[config.mk]
export PLATFORM = sky130hd
export DESIGN_NAME = config_frame_writer
export DESIGN_NICKNAME = d
export VERILOG_FILES = /design/src/rtl/config_frame_writer.sv
export SDC_FILE = /design/constraint.sdc
export NUM_CORES = 1
export LEC_CHECK = 0
export CAP_MARGIN = 20
export CORE_MARGIN = 5
export CORE_UTILIZATION = 52
export CTS_CLUSTER_DIAMETER = 200
export CTS_CLUSTER_SIZE = 8
export DETAILED_ROUTE_END_ITERATION = 6
export GPL_TIMING_DRIVEN = 0
export PLACE_DENSITY = 0.8
export SLEW_MARGIN = 20
export SYNTH_ARGS = -nofsm -noshare
export SYNTH_HDL_FRONTEND = slang
export SYNTH_SLANG_ARGS = --single-unit
[constraint.sdc]
create_clock -name CLK -period 4 [get_ports CLK]
set_input_delay 0.6 -clock CLK [delete_from_list [all_inputs] [get_ports CLK]]
set_output_delay 0.6 -clock CLK [all_outputs]
set_load 0.005 [all_outputs]
[src/rtl/config_frame_writer.sv]
// ============================================================================
// Module  : config_frame_writer
// Brief   : Bitstream word parser that assembles column frames and strobes tiles
// Revision: 1.0
// ============================================================================
`default_nettype none

module config_frame_writer #(
  parameter int          NUMBER_OF_ROWS     = 2,
  parameter int          NUMBER_OF_COLS     = 2,
  parameter int          MAX_FRAMES_PER_COL = 20,
  parameter int          FRAME_BITS_PER_ROW = 32,
  parameter logic [31:0] SYNC_WORD          = 32'hFAB0_FAB1,
  parameter logic [31:0] DESYNC_WORD        = 32'hFAB0_FAB0
) (
  input  logic                                         CLK,
  input  logic                                         resetn,
  input  logic [31:0]                                  WriteData,
  input  logic                                         WriteStrobe,
  output logic                                         WriteReady,
  output logic [NUMBER_OF_ROWS*FRAME_BITS_PER_ROW-1:0] FrameData,
  output logic [NUMBER_OF_COLS*MAX_FRAMES_PER_COL-1:0] FrameStrobe,
  output logic                                         ConfigActive,
  output logic                                         ConfigError
);

  localparam int          c_CW    = (NUMBER_OF_ROWS > 1) ? $clog2(NUMBER_OF_ROWS) : 1;
  localparam logic [c_CW-1:0] c_LAST = c_CW'(NUMBER_OF_ROWS - 1);
  localparam int          c_FW    = NUMBER_OF_ROWS * FRAME_BITS_PER_ROW;
  localparam int          c_NSTB  = NUMBER_OF_COLS * MAX_FRAMES_PER_COL;
  localparam logic [31:0] c_NCOLS = NUMBER_OF_COLS;
  localparam logic [31:0] c_NFRM  = MAX_FRAMES_PER_COL;

  typedef enum logic [2:0] {
    S_IDLE   = 3'd0,
    S_HEADER = 3'd1,
    S_DATA   = 3'd2,
    S_LOAD   = 3'd3,
    S_STROBE = 3'd4
  } state_t;

  state_t            r_state;
  state_t            w_next;
  logic              r_ready;
  logic              r_active;
  logic              r_error;
  logic              r_valid;
  logic [7:0]        r_col;
  logic [7:0]        r_frame;
  logic [c_CW-1:0]   r_cnt;
  logic [c_FW-1:0]   r_buf;
  logic [c_FW-1:0]   r_frame_data;
  logic [c_NSTB-1:0] r_strobe;

  logic              w_accept;
  logic              w_is_sync;
  logic              w_is_desync;
  logic              w_hdr_valid;
  logic              w_last;
  logic [31:0]       w_idx;
  logic [c_FW-1:0]   w_buf_next;
  logic [c_NSTB-1:0] w_strobe_next;

  assign w_accept    = WriteStrobe & r_ready;
  assign w_is_sync   = (WriteData == SYNC_WORD);
  assign w_is_desync = (WriteData == DESYNC_WORD);
  assign w_hdr_valid = ({24'd0, WriteData[31:24]} < c_NCOLS) &&
                       ({24'd0, WriteData[23:16]} < c_NFRM);
  assign w_last      = (r_state == S_DATA) && w_accept && (r_cnt == c_LAST);
  assign w_idx       = {24'd0, r_col} * c_NFRM + {24'd0, r_frame};

  always_ff @(posedge CLK or negedge resetn) begin
    if (!resetn) r_state <= S_IDLE;
    else         r_state <= w_next;
  end

  always_comb begin
    w_next = r_state;
    case (r_state)
      S_IDLE:   if (w_accept && w_is_sync) w_next = S_HEADER;
      S_HEADER: begin
        if (w_accept) begin
          if (w_is_desync)    w_next = S_IDLE;
          else if (!w_is_sync) w_next = S_DATA;
        end
      end
      S_DATA:   if (w_last) w_next = S_LOAD;
      S_LOAD:   w_next = r_valid ? S_STROBE : S_HEADER;
      S_STROBE: w_next = S_HEADER;
      default:  w_next = S_IDLE;
    endcase
  end

  always_comb begin
    w_buf_next = r_buf;
    if (r_state == S_DATA && w_accept)
      w_buf_next[int'(r_cnt)*32 +: 32] = WriteData;
    w_strobe_next = '0;
    for (int i = 0; i < c_NSTB; i++)
      w_strobe_next[i] = (w_idx == i);
  end

  // The frame register is loaded on the edge that accepts the last word, so
  // the assembled frame is already on the bus during the LOAD cycle.
  always_ff @(posedge CLK or negedge resetn) begin
    if (!resetn) begin
      r_ready      <= 1'b0;
      r_active     <= 1'b0;
      r_error      <= 1'b0;
      r_valid      <= 1'b0;
      r_col        <= '0;
      r_frame      <= '0;
      r_cnt        <= '0;
      r_buf        <= '0;
      r_frame_data <= '0;
      r_strobe     <= '0;
    end else begin
      r_ready  <= (w_next == S_IDLE) || (w_next == S_HEADER) || (w_next == S_DATA);
      r_strobe <= (r_state == S_LOAD && r_valid) ? w_strobe_next : '0;
      r_buf    <= w_buf_next;
      case (r_state)
        S_IDLE: begin
          if (w_accept && w_is_sync) begin
            r_active <= 1'b1;
            r_error  <= 1'b0;
          end
        end
        S_HEADER: begin
          if (w_accept) begin
            if (w_is_desync) begin
              r_active <= 1'b0;
            end else if (!w_is_sync) begin
              r_col   <= WriteData[31:24];
              r_frame <= WriteData[23:16];
              r_valid <= w_hdr_valid;
              r_cnt   <= '0;
            end
          end
        end
        S_DATA: begin
          if (w_accept) r_cnt <= r_cnt + c_CW'(1);
          if (w_last && r_valid) r_frame_data <= w_buf_next;
        end
        S_LOAD: if (!r_valid) r_error <= 1'b1;
        default: ;
      endcase
    end
  end

  assign WriteReady   = r_ready;
  assign FrameData    = r_frame_data;
  assign FrameStrobe  = r_strobe;
  assign ConfigActive = r_active;
  assign ConfigError  = r_error;

endmodule

`default_nettype wire

==> results of run 1 <==
-- area by class of cell --
cell class / instances / area (um2)
plain buffers: 30 / 219
fillers: 948 / 4260
inverters: 10 / 37.5
multi-input cells: 337 / 3110
repair buffers: 142 / 1440
flip-flops and latches: 160 / 4000
clock buffers: 24 / 472
well taps: 180 / 225
clock inverters: 8 / 104
-- layer usage --
metal / up-vias / GRT usage, % / part of all wire (%)
met4: 0 / 6.92 / 1.6
met2: 127 / 35.5 / 52
met5: - / 0 / 0
li1: 2274 / - / -
met1: 2439 / 24.9 / 40
met3: 23 / 6.27 / 6.6
-- metrics by stage --
stage,cells,power [mW],TNS (ns)
6_report,891,3.29,0
5_1_grt,891,3.40,0
3_3_place_gp,858,1.74,-594.39
4_1_cts,891,3.32,0
3_5_place_dp,859,1.74,0
2_1_floorplan,537,1.66,0
-- synth_stat cells (5+ instances only) --
master / n / area (um2)
sky130_fd_sc_hd__buf_2: 13 / 65.1
sky130_fd_sc_hd__mux2_1: 67 / 754
sky130_fd_sc_hd__nand2_1: 44 / 165
sky130_fd_sc_hd__o21ai_0: 5 / 25.0
sky130_fd_sc_hd__mux2_4: 34 / 510
sky130_fd_sc_hd__nor2_1: 18 / 67.6
sky130_fd_sc_hd__nand4_1: 10 / 62.6
sky130_fd_sc_hd__mux2_2: 10 / 113
sky130_fd_sc_hd__buf_6: 10 / 113
sky130_fd_sc_hd__dfrtp_1: 160 / 4000
sky130_fd_sc_hd__nor4_1: 14 / 87.6
sky130_fd_sc_hd__inv_1: 9 / 33.8
sky130_fd_sc_hd__nor4_2: 33 / 413
sky130_fd_sc_hd__nor3_1: 10 / 50.1
sky130_fd_sc_hd__nand2b_1: 5 / 31.3
sky130_fd_sc_hd__ha_1: 18 / 225
-- cells by family (layout without fill, tap and decap cells) --
group	after synthesis	count (layout)	share of synthesized area [%]
AOI/OAI and AO/OA	44	44	4.70
xor gates and xnor gates	3	3	0.356
DFF	160	160	54.3
adders and majority gates	20	20	3.60
muxes	112	112	18.8
buffers and inverters	40	214	3.48
and+or+nand+nor	158	158	14.7
-- path summary, 6_finish.rpt --
path	start	endpoint	slack, ns	cells past startpoint
setup / recovery	r_col[1]	FrameStrobe[14]	0.51	12
hold / removal	resetn	r_col[6]	0.09	1
setup reg to reg	r_col[1]	FrameStrobe[14]	0.51	12
hold reg to reg	FrameData[17]	FrameData[17]	0.49	1
max in group asynchronous	resetn	r_buf[9]	3.09	2
min in group CLK	FrameData[17]	FrameData[17]	0.49	1
-- state kept, by name (all words and copies together), names as in the netlist --
| signal | flops |
|---|---|
| WriteReady | 1 |
| ConfigActive | 1 |
| r_col | 8 |
| r_buf | 32 |
| r_valid | 1 |
| r_state | 3 |
| FrameData | 64 |
| r_frame | 8 |
| FrameStrobe | 40 |
| r_cnt | 1 |
| ConfigError | 1 |
-- power by group --
part,switching [mW],internal (mW),leakage [nW]
clock network,0.622,0.954,0.279
logic,0.0559,0.0367,2.13
registers,0.0000000138,1.62,2.22
total,0.678,2.61,4.62
==> metrics.md, run 1 <==
| Metric | Value |
|---|---|
| Arrival time reported for the critical path endpoint | `3.79 ns` |
| Effective utilization at floorplan | `53.1%` |
| Post-route clock period utilization | `87.4%` |
| Total detailed-routing wirelength | `16300 um` |
| Height of the die | `129 um` |
| Relative slew slack | `54.0%` |
| Most frequent cells in the layout | `sky130_fd_sc_hd__dfrtp_1, sky130_fd_sc_hd__clkdlybuf4s50_1, sky130_fd_sc_hd__mux2_1` |
| Clock H-tree levels | `4` |
| Max incr delay on CP | `0.45 ns` |
| Transition time at the pin with the least slew margin | `0.688 ns` |
| Maximum resistive drop on vdd | `0.000225 V` |
| CP max stage cell | `sky130_fd_sc_hd__dfrtp_1` |
| Standard-cell row count | `43` |
| Layout cell share with drive strength beyond 1 | `20.5%` |
| Vias per cell | `5.46` |
| Final number of hold-violating endpoints | `0` |
| Diodes inserted | `0` |
| Kind of path behind the tightest hold check | `in -> async` |
| Total CTS buffers | `17` |
| Largest net degree at the start of global routing | `106` |
| Slew Limit Fails | `0` |
| Buffers on Ports | `141` |
| Die ar. | `0.0167 mm2` |
| Bufs on Longest Clock Path | `2` |
| Async set-reset flop share out of synthesis | `100%` |
| Post-cts hold buffer count | `0` |
| First drt pass iteration count | `4` |
| GP Congestion | `0.827` |
| First-pass GRT wire length | `27000 um` |
| Latest clock arrival within the worst-skew pair | `0.42 ns` |
| Launching element type of the critical path | `flip-flop` |
| CTS Sinks | `160` |
| Net count, final | `753` |
| Critical path start-end classification | `reg -> reg` |
| Required time at the worst-slack endpoint | `4.30 ns` |
| Skew final | `0.0108 ns` |
| Worst hold slack | `0.0871 ns` |
| Count of flip-flops with a built-in enable after synthesis | `0` |
| Number of buffers inserted to repair setup after CTS | `0` |
| List of cells traversed by the critical path | `ha_1 > ha_1 > inv_1 > fa_1 > xnor2_1 > ha_1 > or2_1 > a221o_1 > a21oi_1 > o22ai_1 > buf_2 > nor4_2` |
| Post-Synthesis Cell Area | `0.00737 mm2` |
| Number of instances in the synthesized netlist | `537` |
| YS warnings | `0` |
| Syn avg cell area | `13.7 um2` |
| Number of antenna violations at the first check in global routing | `0` |
| Max-cap violation count | `0` |
| Routed via count | `4863` |
| DRC violation count after routing | `0` |
| Utilization after layout | `69.3%` |
| Iter 0 DRT Violations | `228` |
| DRT antenna net count | `0` |
| Crit path buf inv count | `2` |
| Register area share after synthesis | `54.3%` |
| Total power divided by cell area | `342 mW/mm2` |
| Syn-to-layout area delta | `30.4%` |
| Finish-stage setup viols | `0` |
| Count of cell types in the netlist | `62` |
| Top-level port count | `142` |
| Unrepaired setup endpoints after global routing | `false` |
| Final setup margin | `0.505 ns` |
| Worst path top cell family by delay | `adder cells` |
| Mapped Nets | `592` |
| TritonCTS clock tree | `yes` |
| Clock transition at the registers of the reported paths | `0.06 ns` |
| Width of the die | `129 um` |
| Core ar. | `0.0139 mm2` |
| Number of global-route vias before repair | `5248` |
| CTS resizes | `0` |
| Design Area, Final | `0.00962 mm2` |
| Flip-flop and latch count after synthesis | `160` |
| Period minus WS final | `3.49 ns` |
| Most common flop cell mapped by yosys | `sky130_fd_sc_hd__dfrtp_1` |
| Most common library cell in the layout ignoring fill and taps | `sky130_fd_sc_hd__dfrtp_1` |
| Cell chosen for the clock root | `sky130_fd_sc_hd__clkbuf_16` |
| Total congestion overflow | `0` |
| Max Fanout on Critical Path | `10` |
| Total Routing Usage GR | `20.6%` |
| Pleak | `4.62 nW` |
| Placed wire-length estimate | `12100 um` |
| Wirelength per Cell | `18.3 um` |
| Most numerous cell on the critical path | `sky130_fd_sc_hd__ha_1` |
| Setup Slack @ Placement | `0.552 ns` |
| Critical Path End Type | `flip-flop` |
| Run status | `completed` |
| Post-Place Cell Area | `0.00904 mm2` |
| Highest clock frequency the design can meet | `286 MHz` |
No activity file was read; power rests on OpenSTA's default activity.
==> run 2, diff against run 1 <==
Settings changed: CORE_UTILIZATION 52 to 30, PLACE_DENSITY 0.8 to default.
==> run 2 against run 1 <==
  * Cell area increased by 2.8%
  * Clock power increased by 12%
  * Wire length increased by 6.9%
  * Clock-buffer cell count decreased by 6
  * Core utilization decreased by 29 points
  * Critical endpoint is now FrameStrobe[38]
  * Highest routed layer unchanged
==> metrics.md, run 2 (synthesis gave the netlist of run 1 again) <==
| Metric | Value |
|---|---|
| Run status | `completed (unchanged)` |
| Width of the die | `167 um (was 129 um)` |
| Placed wire-length estimate | `12700 um (was 12100 um)` |
| Layout cell share with drive strength beyond 1 | `21.3% (was 20.5%)` |
| Pleak | `4.66 nW (was 4.62 nW)` |
| Critical path start-end classification | `reg -> reg (unchanged)` |
| Most frequent cells in the layout | `sky130_fd_sc_hd__dfrtp_1, sky130_fd_sc_hd__clkdlybuf4s50_1, sky130_fd_sc_hd__mux2_1 (unchanged)` |
| Post-route clock period utilization | `86.5% (was 87.4%)` |
| Total CTS buffers | `17 (unchanged)` |
| Clock H-tree levels | `4 (unchanged)` |
| Largest net degree at the start of global routing | `69 (was 106)` |
| List of cells traversed by the critical path | `ha_1 > ha_1 > inv_1 > fa_1 > xnor2_1 > ha_1 > or2_1 > a221o_1 > a21oi_1 > o22ai_1 > buf_2 > nor4_1 (was ha_1 > ha_1 > inv_1 > fa_1 > xnor2_1 > ha_1 > or2_1 > a221o_1 > a21oi_1 > o22ai_1 > buf_2 > nor4_2)` |
| Vias per cell | `4.62 (was 5.46)` |
| Top-level port count | `142 (unchanged)` |
| Flip-flop count of the largest register, all copies and words added | `64 (unchanged)` |
| Post-Place Cell Area | `0.00925 mm2 (was 0.00904 mm2)` |
| Unrepaired setup endpoints after global routing | `false (unchanged)` |
| First drt pass iteration count | `5 (was 4)` |
| CTS Sinks | `160 (unchanged)` |
| Final sum of negative setup slack | `0 ns (unchanged)` |
| Final number of hold-violating endpoints | `0 (unchanged)` |
| Finish-stage setup viols | `0 (unchanged)` |
| Launching element type of the critical path | `flip-flop (unchanged)` |
| Slew Limit Fails | `0 (unchanged)` |
| Final setup margin | `0.538 ns (was 0.505 ns)` |
| Latest clock arrival within the worst-skew pair | `0.43 ns (was 0.42 ns)` |
| Final Power | `3.49 mW (was 3.29 mW)` |
| First-pass GRT wire length | `28300 um (was 27000 um)` |
| Height of the die | `167 um (was 129 um)` |
| Most common library cell in the layout ignoring fill and taps | `sky130_fd_sc_hd__dfrtp_1 (unchanged)` |
| Net count, final | `754 (was 753)` |
| Total congestion overflow | `0 (unchanged)` |
| Wirelength per Cell | `16.9 um (was 18.3 um)` |
| Number of global-route vias before repair | `5065 (was 5248)` |
| Core ar. | `0.0242 mm2 (was 0.0139 mm2)` |
| Worst path top cell family by delay | `adder cells (unchanged)` |
| Design Area, Final | `0.00988 mm2 (was 0.00962 mm2)` |
| Critical Path End Type | `flip-flop (unchanged)` |
| Relative slew slack | `52.7% (was 54.0%)` |
| CTS resizes | `0 (unchanged)` |
| Switching power | `804 uW (was 678 uW)` |
| Effective utilization at floorplan | `30.4% (was 53.1%)` |
| Diodes inserted | `0 (unchanged)` |
| GP Congestion | `0.803 (was 0.827)` |
| Clk network pwr share | `50.8% (was 47.9%)` |
| Bufs on Longest Clock Path | `2 (unchanged)` |
| Total power divided by cell area | `353 mW/mm2 (was 342 mW/mm2)` |
| Highest clock frequency the design can meet | `289 MHz (was 286 MHz)` |
| Maximum resistive drop on vdd | `0.000249 V (was 0.000225 V)` |
| Max Fanout on Critical Path | `10 (unchanged)` |
| DRT antenna net count | `0 (unchanged)` |
| Portion of total power attributed to combinational logic | `2.9% (was 2.8%)` |
| Buffers on Ports | `141 (unchanged)` |
| Transition time at the pin with the least slew margin | `0.708 ns (was 0.688 ns)` |
| Most numerous cell on the critical path | `sky130_fd_sc_hd__ha_1 (unchanged)` |
| Routed via count | `4791 (was 4863)` |
| Register share of total power | `46.4% (was 49.2%)` |
| Number of antenna violations at the first check in global routing | `0 (unchanged)` |
| Crit path buf inv count | `2 (unchanged)` |
| Number of buffers inserted to repair setup after CTS | `0 (unchanged)` |
| CP max stage cell | `sky130_fd_sc_hd__dfrtp_1 (unchanged)` |
| Iter 0 DRT Violations | `173 (was 228)` |
| Required time at the worst-slack endpoint | `4.30 ns (about the same)` |
| Max-cap violation count | `0 (unchanged)` |
| Kind of path behind the tightest hold check | `in -> async (unchanged)` |
| Clock transition at the registers of the reported paths | `0.07 ns (was 0.06 ns)` |
| Skew final | `0.0138 ns (was 0.0108 ns)` |
| Arrival time reported for the critical path endpoint | `3.76 ns (was 3.79 ns)` |
| Internal | `2.68 mW (was 2.61 mW)` |
| Total detailed-routing wirelength | `17500 um (was 16300 um)` |
| Syn-to-layout area delta | `34.0% (was 30.4%)` |
| Max incr delay on CP | `0.44 ns (was 0.45 ns)` |
| Minimum setup slack among reg-to-reg paths | `0.54 ns (was 0.51 ns)` |
| Cell chosen for the clock root | `sky130_fd_sc_hd__clkbuf_16 (unchanged)` |
| Standard-cell row count | `57 (was 43)` |
| Post-cts hold buffer count | `0 (unchanged)` |
| Period minus WS final | `3.46 ns (was 3.49 ns)` |
| Worst hold slack | `0.0320 ns (was 0.0871 ns)` |
| TritonCTS clock tree | `yes (unchanged)` |
| Setup Slack @ Placement | `0.524 ns (was 0.552 ns)` |
| Total Routing Usage GR | `12.7% (was 20.6%)` |
| DRC violation count after routing | `0 (unchanged)` |
| Die ar. | `0.0278 mm2 (was 0.0167 mm2)` |
| Switching part of the total power | `23.1% (was 20.6%)` |
-- run 2: power by group through the flow --
stage               Sequential (mW)  Combinational, mW  Clock (mW)
floorplan                      1.65            0.00706           0
global placement               1.65             0.0960           0
detailed placement             1.65              0.103           0
CTS                            1.62              0.104        1.82
global route                   1.62              0.112        1.89
finish                         1.62             0.0996        1.77
-- run 2: final cells by class --
class	count	area [um2]
clock inverters	14	194
clock buffers	18	439
fillers	2332	14400
plain buffers	30	219
flip-flops and latches	160	4000
well taps	324	405
inverters	10	37.5
repair buffers	143	1470
multi-input cells	337	3110
-- run 2: worst paths after layout --
kind                                from         endpoint  cells past startpoint
worst min register to register  r_buf[1]         r_buf[1]                      1
worst min-delay path              resetn  FrameStrobe[34]                      1
min in group CLK                r_buf[1]         r_buf[1]                      1
max in group asynchronous         resetn    FrameData[22]                      3
worst max-delay path            r_col[1]  FrameStrobe[38]                     12
worst max register to register  r_col[1]  FrameStrobe[38]                     12
-- run 2: routing by layer --
layer,vias to the layer above,GRT usage [%],share of wire [%]
met5,-,0,0
met4,0,2.88,0.69
met3,11,5.95,8.8
met2,127,19.3,44
met1,2362,16.6,46
li1,2291,-,-
-- run 2: per-stage QoR --
step / std cells / utilization [%]
3_5_place_dp: 1004 / 38.1
4_1_cts: 1036 / 40.8
2_1_floorplan: 537 / -
5_1_grt: 1036 / 40.8
6_report: 1036 / 40.8
3_3_place_gp: 1002 / 37.9
==> run 3, diff against run 2 <==
Settings changed: MAX_ROUTING_LAYER from default to met4, SLEW_MARGIN 20 to default.
Clock period 4 ns to 3.34 ns, I/O delays scaled along.
==> run 3 against run 2 <==
  * Global-route usage is 0.29 points higher
  * Non-clock buffer count is 8 higher
  * Combinational power increased by 16%
  * Critical path depth is the same
  * Via count up 2.0%
  * Critical endpoint is now FrameStrobe[9]
  * Largest cell class unchanged
  * Largest power group unchanged
==> metrics.md, run 3 (synthesis gave the netlist of run 1 again) <==
| Metric | Value |
|---|---|
| Run status | `completed (unchanged)` |
| Relative slew slack | `51.3% (was 52.7%)` |
| Routed via count | `4888 (was 4791)` |
| Slew Limit Fails | `0 (unchanged)` |
| Max Fanout on Critical Path | `8 (was 10)` |
| First-pass GRT wire length | `28200 um (was 28300 um)` |
| Flip-flop and latch area | `0.00401 mm2 (was 0.00400 mm2)` |
| Launching element type of the critical path | `flip-flop (unchanged)` |
| Total detailed-routing wirelength | `17800 um (was 17500 um)` |
| Wirelength per Cell | `17.1 um (was 16.9 um)` |
| Placed wire-length estimate | `12700 um (about the same)` |
| Effective utilization at floorplan | `30.4% (unchanged)` |
| Buffers on Ports | `141 (unchanged)` |
| Maximum resistive drop on vdd | `0.000311 V (was 0.000249 V)` |
| Highest clock frequency the design can meet | `309 MHz (was 289 MHz)` |
| Most common library cell in the layout ignoring fill and taps | `sky130_fd_sc_hd__dfrtp_1 (unchanged)` |
| Max-cap violation count | `0 (unchanged)` |
| Transition time at the pin with the least slew margin | `0.731 ns (was 0.708 ns)` |
| Iter 0 DRT Violations | `205 (was 173)` |
| GP Congestion | `0.814 (was 0.803)` |
| Layout cell share with drive strength beyond 1 | `24.4% (was 21.3%)` |
| CTS Sinks | `160 (unchanged)` |
| Critical Path End Type | `flip-flop (unchanged)` |
| Kind of path behind the tightest hold check | `reg -> reg (was in -> async)` |
| Total power divided by cell area | `396 mW/mm2 (was 353 mW/mm2)` |
| Final number of hold-violating endpoints | `0 (unchanged)` |
| Multi-input combinational cell area | `0.00343 mm2 (was 0.00311 mm2)` |
| Total congestion overflow | `0 (unchanged)` |
| Net count, final | `762 (was 754)` |
| Unrepaired setup endpoints after global routing | `false (unchanged)` |
| Post-route clock period utilization | `96.9% (was 86.5%)` |
| Pleak | `4.70 nW (was 4.66 nW)` |
| Latest clock arrival within the worst-skew pair | `0.44 ns (was 0.43 ns)` |
| Width of the die | `167 um (unchanged)` |
| Top-level port count | `142 (unchanged)` |
| Critical path start-end classification | `reg -> reg (unchanged)` |
| Core ar. | `0.0242 mm2 (unchanged)` |
| Arrival time reported for the critical path endpoint | `3.56 ns (was 3.76 ns)` |
| Final Power | `4.08 mW (was 3.49 mW)` |
| Finish-stage setup viols | `0 (unchanged)` |
| Vias per cell | `4.68 (was 4.62)` |
| Length in cells of the worst reg-to-reg path | `12 (unchanged)` |
| Number of fillers in the final layout | `2291 (was 2332)` |
| Total Routing Usage GR | `13.0% (was 12.7%)` |
| Bufs on Longest Clock Path | `2 (unchanged)` |
| Die ar. | `0.0278 mm2 (unchanged)` |
| Skew final | `0.0209 ns (was 0.0138 ns)` |
| Number of global-route vias before repair | `5035 (was 5065)` |
| Required time at the worst-slack endpoint | `3.66 ns (was 4.30 ns)` |
| Standard-cell row count | `57 (unchanged)` |
| Diodes inserted | `0 (unchanged)` |
| Number of cells traversed by the worst hold path | `1` |
| Worst hold slack | `0.491 ns (was 0.0320 ns)` |
| Total CTS buffers | `17 (unchanged)` |
| DRT antenna net count | `0 (unchanged)` |
| Height of the die | `167 um (unchanged)` |
| Flip-flop count of the largest register, all copies and words added | `64 (unchanged)` |
| Cell chosen for the clock root | `sky130_fd_sc_hd__clkbuf_16 (unchanged)` |
| Syn-to-layout area delta | `39.5% (was 34.0%)` |
| Most frequent cells in the layout | `sky130_fd_sc_hd__dfrtp_1, sky130_fd_sc_hd__clkdlybuf4s50_1, sky130_fd_sc_hd__mux2_1 (unchanged)` |
| First drt pass iteration count | `4 (was 5)` |
| Largest net degree at the start of global routing | `121 (was 69)` |
| Clock transition at the registers of the reported paths | `0.07 ns (about the same)` |
| Number of antenna violations at the first check in global routing | `0 (unchanged)` |
| Period minus WS final | `3.24 ns (was 3.46 ns)` |
| Clock H-tree levels | `4 (unchanged)` |
| DRC violation count after routing | `0 (unchanged)` |
| TritonCTS clock tree | `yes (unchanged)` |
==> run 3: power by group <==
| group | leakage, nW | internal [mW] | switching, mW | total [mW] |
|---|---|---|---|---|
| registers | 2.21 | 1.94 | 0.0000000134 | 1.94 |
| logic | 2.18 | 0.0446 | 0.0717 | 0.116 |
| clock network | 0.301 | 1.08 | 0.944 | 2.03 |
| total | 4.70 | 3.06 | 1.02 | 4.08 |
==> run 3: metal layers <==
metal | GRT usage, % | vias up | part of all wire, %
li1 | - | 2307 | -
met1 | 16.7 | 2436 | 46
met2 | 19.6 | 136 | 46
met3 | 5.26 | 9 | 7.9
met4 | 2.56 | 0 | 0.72
met5 | - | - | 0
==> run 3: worst max-delay path, stage by stage, from the launching register on <==
cell and delay, ns:
sky130_fd_sc_hd__dfrtp_1 0.43, sky130_fd_sc_hd__ha_4 0.29, sky130_fd_sc_hd__ha_4 0.14, sky130_fd_sc_hd__inv_1 0.05
sky130_fd_sc_hd__fa_2 0.52, sky130_fd_sc_hd__inv_2 0.04, sky130_fd_sc_hd__ha_4 0.26, sky130_fd_sc_hd__o21ai_1 0.07
sky130_fd_sc_hd__or3b_4 0.42, sky130_fd_sc_hd__nor4_4 0.26, sky130_fd_sc_hd__a31oi_4 0.14, sky130_fd_sc_hd__buf_6 0.22
sky130_fd_sc_hd__nor4_4 0.28
==> run 3: layout make-up <==
class / count / share of cell area, %
sequential: 160 / 38.9
clock inverter: 15 / 1.82
clock buffer: 17 / 4.14
buffer: 30 / 2.44
timing repair buffer: 151 / 15.0
inverter: 10 / 0.365
multi-input combinational: 337 / 33.4
tap: 324 / 3.94
==> run 3: stage by stage <==
| step | setup WS (ns) | setup TNS, ns | utilization (%) | area, um2 | cells |
|---|---|---|---|---|---|
| after CTS | 0.00583 | 0 | 40.8 | 9890 | 1036 |
| after detailed placement | -0.173 | -0.872 | 38.0 | 9220 | 1003 |
| after global placement | -5.02 | -800.96 | 37.9 | 9190 | 1002 |
| after floorplan | 0.354 | 0 | - | 7370 | 537 |
| final | 0.104 | 0 | 42.4 | 10300 | 1044 |
| after global routing | 0.00115 | 0 | 42.4 | 10300 | 1044 |
==> run 3: repair_timing <==
item,in CTS,in global routing
hold buffers,1,0
pin swaps,0,13
endpoints found under the setup margin,39,40
cloned,0,4
buffers inserted,0,4
gates resized for setup,10,55
hold endpoints to repair,40,0
==> run 3: path summary, 6_finish.rpt <==
| kind | startpoint | to | slack, ns |
|---|---|---|---|
| setup / recovery | r_col[3] | FrameStrobe[9] | 0.10 |
| hold / removal | r_buf[24] | r_buf[24] | 0.49 |
| setup reg to reg | r_col[3] | FrameStrobe[9] | 0.10 |
| hold reg to reg | r_buf[24] | r_buf[24] | 0.49 |
| max in group asynchronous | resetn | r_col[1] | 1.91 |
| min in group asynchronous | resetn | FrameStrobe[34] | 0.55 |
